### config.mk
export PLATFORM = sky130hd
export DESIGN_NAME = uart_tx
export DESIGN_NICKNAME = d
export VERILOG_FILES = /design/src/rtl/uart_pkg.sv /design/src/rtl/uart_baud_tick.sv /design/src/rtl/uart_tx.sv
export SDC_FILE = /design/constraint.sdc
export NUM_CORES = 1
export LEC_CHECK = 0
export CAP_MARGIN = 40
export CELL_PAD_IN_SITES_DETAIL_PLACEMENT = 0
export CELL_PAD_IN_SITES_GLOBAL_PLACEMENT = 1
export CORE_MARGIN = 10
export CORE_UTILIZATION = 38
export CTS_BUF_LIST = sky130_fd_sc_hd__clkbuf_16
export DETAILED_ROUTE_END_ITERATION = 16
export DONT_BUFFER_PORTS = 1
export GPL_TIMING_DRIVEN = 0
export PLACE_DENSITY_LB_ADDON = 0.1
export SETUP_SLACK_MARGIN = 0.02
export SYNTH_ARGS = -nofsm -noshare
export SYNTH_HDL_FRONTEND = slang
export SYNTH_HIERARCHICAL = 1
export SYNTH_SLANG_ARGS = --single-unit
### constraint.sdc
create_clock -name clk -period 2.15 [get_ports clk]
set_input_delay 0.3225 -clock clk [delete_from_list [all_inputs] [get_ports clk]]
set_output_delay 0.3225 -clock clk [all_outputs]
set_load 0.03 [all_outputs]
### src/rtl/uart_pkg.sv
// Shared UART definitions used by the transmitter and receiver.
package uart_pkg;

   localparam int unsigned BAUD_DIV_DEFAULT = 2604;
   localparam int unsigned FRAME_BITS       = 10;

   typedef enum logic {
      IDLE = 1'b0,
      XMIT = 1'b1
   } uart_state_e;

endpackage

### src/rtl/uart_baud_tick.sv
// Bit-time down-counter: reload on i_load, count while enabled, tick at zero.
module uart_baud_tick
   import uart_pkg::*;
#(
   parameter int unsigned DIV = BAUD_DIV_DEFAULT
) (
   input  logic clk,
   input  logic rst,
   input  logic i_load,
   input  logic i_en,
   output logic o_tick
);

   localparam int unsigned W = $clog2(DIV);

   logic [W-1:0] r_cnt;

   always_ff @(posedge clk) begin
      if (rst) begin
         r_cnt <= '0;
      end else if (i_load) begin
         r_cnt <= W'(DIV - 1);
      end else if (i_en && (r_cnt != '0)) begin
         r_cnt <= r_cnt - 1'b1;
      end
   end

   assign o_tick = i_en && (r_cnt == '0);

endmodule

### src/rtl/uart_tx.sv
// UART transmitter: 8N1 frames, one-byte holding register for back-to-back bytes.
module uart_tx
   import uart_pkg::*;
#(
   parameter int unsigned BAUD_DIV = BAUD_DIV_DEFAULT
) (
   input  logic       clk,
   input  logic       rst,
   input  logic       trmt,
   input  logic [7:0] tx_data,
   input  logic       clr_tx_done,
   output logic       TX,
   output logic       tx_rdy,
   output logic       tx_busy,
   output logic       tx_done
);

   uart_state_e           r_state;
   logic [FRAME_BITS-1:0] r_shift;
   logic [7:0]            r_hold;
   logic                  r_hold_vld;
   logic [3:0]            r_bitcnt;
   logic                  r_done;

   logic w_tick;
   logic w_load;
   logic w_last;
   logic w_accept;

   assign w_accept = trmt && !r_hold_vld;
   assign w_last   = w_tick && (r_bitcnt == 4'(FRAME_BITS - 1));
   assign w_load   = ((r_state == IDLE) && trmt) || w_tick;

   uart_baud_tick #(
      .DIV (BAUD_DIV)
   ) u_baud (
      .clk    (clk),
      .rst    (rst),
      .i_load (w_load),
      .i_en   (r_state == XMIT),
      .o_tick (w_tick)
   );

   always_ff @(posedge clk) begin
      if (rst) begin
         r_state    <= IDLE;
         r_shift    <= '1;
         r_hold     <= '0;
         r_hold_vld <= 1'b0;
         r_bitcnt   <= '0;
         r_done     <= 1'b0;
      end else begin
         if (clr_tx_done || w_accept) begin
            r_done <= 1'b0;
         end
         case (r_state)
            IDLE: begin
               if (trmt) begin
                  r_shift  <= {1'b1, tx_data, 1'b0};
                  r_bitcnt <= '0;
                  r_state  <= XMIT;
               end
            end
            XMIT: begin
               // At frame end an accepted byte bypasses the holding register.
               if (w_accept && !w_last) begin
                  r_hold     <= tx_data;
                  r_hold_vld <= 1'b1;
               end
               if (w_last) begin
                  if (r_hold_vld) begin
                     r_shift    <= {1'b1, r_hold, 1'b0};
                     r_hold_vld <= 1'b0;
                     r_bitcnt   <= '0;
                  end else if (trmt) begin
                     r_shift  <= {1'b1, tx_data, 1'b0};
                     r_bitcnt <= '0;
                  end else begin
                     r_shift  <= '1;
                     r_bitcnt <= r_bitcnt + 4'd1;
                     r_state  <= IDLE;
                     r_done   <= 1'b1;
                  end
               end else if (w_tick) begin
                  r_shift  <= {1'b1, r_shift[FRAME_BITS-1:1]};
                  r_bitcnt <= r_bitcnt + 4'd1;
               end
            end
            default: r_state <= IDLE;
         endcase
      end
   end

   assign TX      = r_shift[0];
   assign tx_rdy  = ~r_hold_vld;
   assign tx_busy = (r_state == XMIT);
   assign tx_done = r_done;

endmodule

==> flow_metrics.tcl <==
set metrics [dict create \
    start_util 0.3925 \
    rows 26 \
    synth.distinct_cells 55 \
    htree_num_levels 2 \
    ys_seq_elements 36 \
    num_vias 1890 \
    cts_root_buffer "clkbuf_16" \
    clockBufferDepth 2 \
    ant_nets 0 \
    wl_per_cell_um 17.41 \
    cts_hold_buf 0 \
    synth_top_area_share 0.3596 \
    cp-end-kind "flop" \
    grt_max_degree 13 \
    clkTransAtPathRegs_ns 0.05 \
    peakVddDrop_uv 370.0 \
    syn_inst 235 \
    critPathKind "reg -> reg" \
    cp_max_fo 8 \
    setup_ws_ns -0.2089 \
    grt_overflow_total 0 \
    first_iter_violations 113 \
    syn-cell-area_um2 2004 \
    worst_ep_required_time_ns 2.31 \
    antennaDiodeCount 0 \
    dpl.hpwl_mm 3.838 \
    post_drt_via_cell_ratio 5.870 \
    ys.warnings.count 6 \
    finalHoldViolCount 0 \
    grt_pass1_vias 1691 \
    drc 0 \
    pwr_density_cell_nw_per_um2 715.9 \
    slew_violations 0 \
    antenna_found_initial 0 \
    cap_violations 0 \
    cts_buffers 5 \
    dieHeight_um 92.63 \
    async_flop_share 0 \
    period_share 1.097 \
    synth_top_cells_by_area "dfxtp_1 (36%), a21oi_1 (6.2%), nand3_1 (4.7%)" \
    cts_tree "yes" \
    postRouteWirelength_mm 5.606 \
    start_kind "flop" \
    setup_viol 27 \
    post_dp_cell_area_um2 2140 \
    leakage_nw 0.8811 \
    drive_gt1_frac 0.2659 \
    tightest_slew_ns 0.5563 \
    fin_area_um2 2481 \
    grt_use_total 0.1281 \
    synth_edf_count 0 \
    clock_latency_ns 0.28 \
    fin_skew_ns 0.003220 \
    synth_area_per_cell_um2 8.529 \
    status "finished, violations left" \
    syn2layout_area_growth_pct 23.78 \
    cts.sinks 36 \
    rsz0062_at_grt "yes" \
    synth_nets 251 \
    layout_min_cycle_time_ns 2.359 \
    core_um2 5107 \
    numPortBuffers 0 \
    die_w_um 92.63 \
    grt_pass1_wl_mm 8.949 \
    io_pins 16 \
    place_congestion 0.7286 \
    max_freq_mhz 423.9 \
    synthFlopType "dfxtp_1" \
    final.setup.tns_ns -2.523 \
    slew_headroom 0.6291 \
    ys_seq_area_frac 0.3596 \
    failed_checks "setup timing" \
    dieArea_um2 8579 \
    hp-class "in -> reg" \
    synth_area_leader_cell "dfxtp_1" \
    worstPathArrival_ns 2.52 \
    fin_nets 270 \
    first_pass_iters 4 \
]
-- repair_timing --
action	CTS	global route
gates cloned	1	1
resized for setup	15	18
buffers inserted	8	4
pin swaps	6	6
setup endpoints to repair	36	33
-- per-stage QoR --
| stage | power, W | setup slack (ns) | hold slack (ns) | util | instances |
|---|---|---|---|---|---|
| floorplan | 0.001007 | -0.1847 | 0.3916 | - | 235 |
| global placement | 0.001077 | -0.4017 | 0.3937 | 0.4179 | 305 |
| detailed placement | 0.001081 | -0.4132 | 0.3973 | 0.4189 | 306 |
| CTS | 0.001771 | -0.2041 | 0.1040 | 0.4598 | 317 |
| global route | 0.001862 | -0.2982 | 0.1023 | 0.4858 | 322 |
| finish | 0.001776 | -0.2089 | 0.1082 | 0.4858 | 322 |
-- cell usage after synthesis, types with 4 or more instances --
library cell and instances:
nand2_1 6, inv_1 8, dfxtp_1 36, a21oi_1 25, or4_1 6, mux2i_1 4, nor2_1 10, nor3_1 5
ha_1 4, nand3_1 19, o21ai_0 18, o211ai_1 6, buf_2 7, nand3b_1 8, a22o_1 5, o2bb2ai_1 5
-- worst max-delay path: stages (launching register included) --
cell,delay (ns)
dfxtp_2,0.31
or4_4,0.55
or2_4,0.26
and4bb_4,0.34
and4b_1,0.21
buf_6,0.15
o211ai_2,0.10
a221o_1,0.32
-- area by class of cell --
cell class | instances | area, um^2
inverter | 9 | 36.28
sequential | 36 | 726.9
fill | 526 | 2626
buffer | 14 | 106.4
timing repair buffer | 15 | 128.9
clock buffer | 5 | 125.1
tap | 70 | 87.58
multi-input combinational | 173 | 1270
-- power breakdown --
group	leakage (nW)	internal [W]	switching (W)
logic	0.522	0.000163	0.000191
clock network	0.0616	0.000409	0.000253
registers	0.297	0.000715	0.0000459
total	0.881	0.00129	0.000490
-- flip-flops by register name (all words and copies together) (netlist names) --
register	cells
tx_done	1
u_baud/r_cnt	12
r_bitcnt	4
r_shift	9
r_hold_vld	1
r_hold	8
tx_busy	1
-- routing by layer --
layer,up-vias,routed length [um],GRT usage
met5,-,0,0
met4,0,61,0.03856
met3,7,291,0.03793
met2,39,2368,0.1824
met1,905,2884,0.1803
li1,939,-,-
-- placed cells by master (no fill, tap or decap), types with 3 or more instances in the layout --
cell / instances
o211ai_1: 6
clkbuf_16: 6
ha_1: 4
nand3_1: 17
nand2_1: 6
o2bb2ai_1: 5
a22o_1: 5
a21oi_2: 5
o21ai_0: 7
nor3_1: 3
mux2i_1: 3
inv_1: 7
or3_1: 3
dfxtp_1: 33
nor2_1: 10
or4_1: 5
nor2b_1: 3
nand3b_1: 8
a21oi_1: 20
o21ai_1: 9
or3b_2: 3
nor3b_1: 3
buf_6: 3
buf_2: 6
buf_4: 14
-- final timing paths --
check                                startpoint              end  slack (ns)  cells after the start
worst min-delay path                        rst  u_baud/r_cnt[1]        0.11                      1
worst max register to register  u_baud/r_cnt[7]       r_shift[5]       -0.21                      7
worst max-delay path            u_baud/r_cnt[7]       r_shift[5]       -0.21                      7
worst min register to register        r_hold[7]        r_hold[7]        0.46                      2
-- cells by family after synthesis --
family,after synthesis,synth area share
and+or+nand+nor,83,0.2528
AOI/OAI and AO/OA,80,0.2666
DFF,36,0.3595
buffers and inverters,26,0.06616
muxes,5,0.02559
adders and majority gates,4,0.02497
xor gates and xnor gates,1,0.004370
Note: power is estimated with default switching activity, not from simulation.
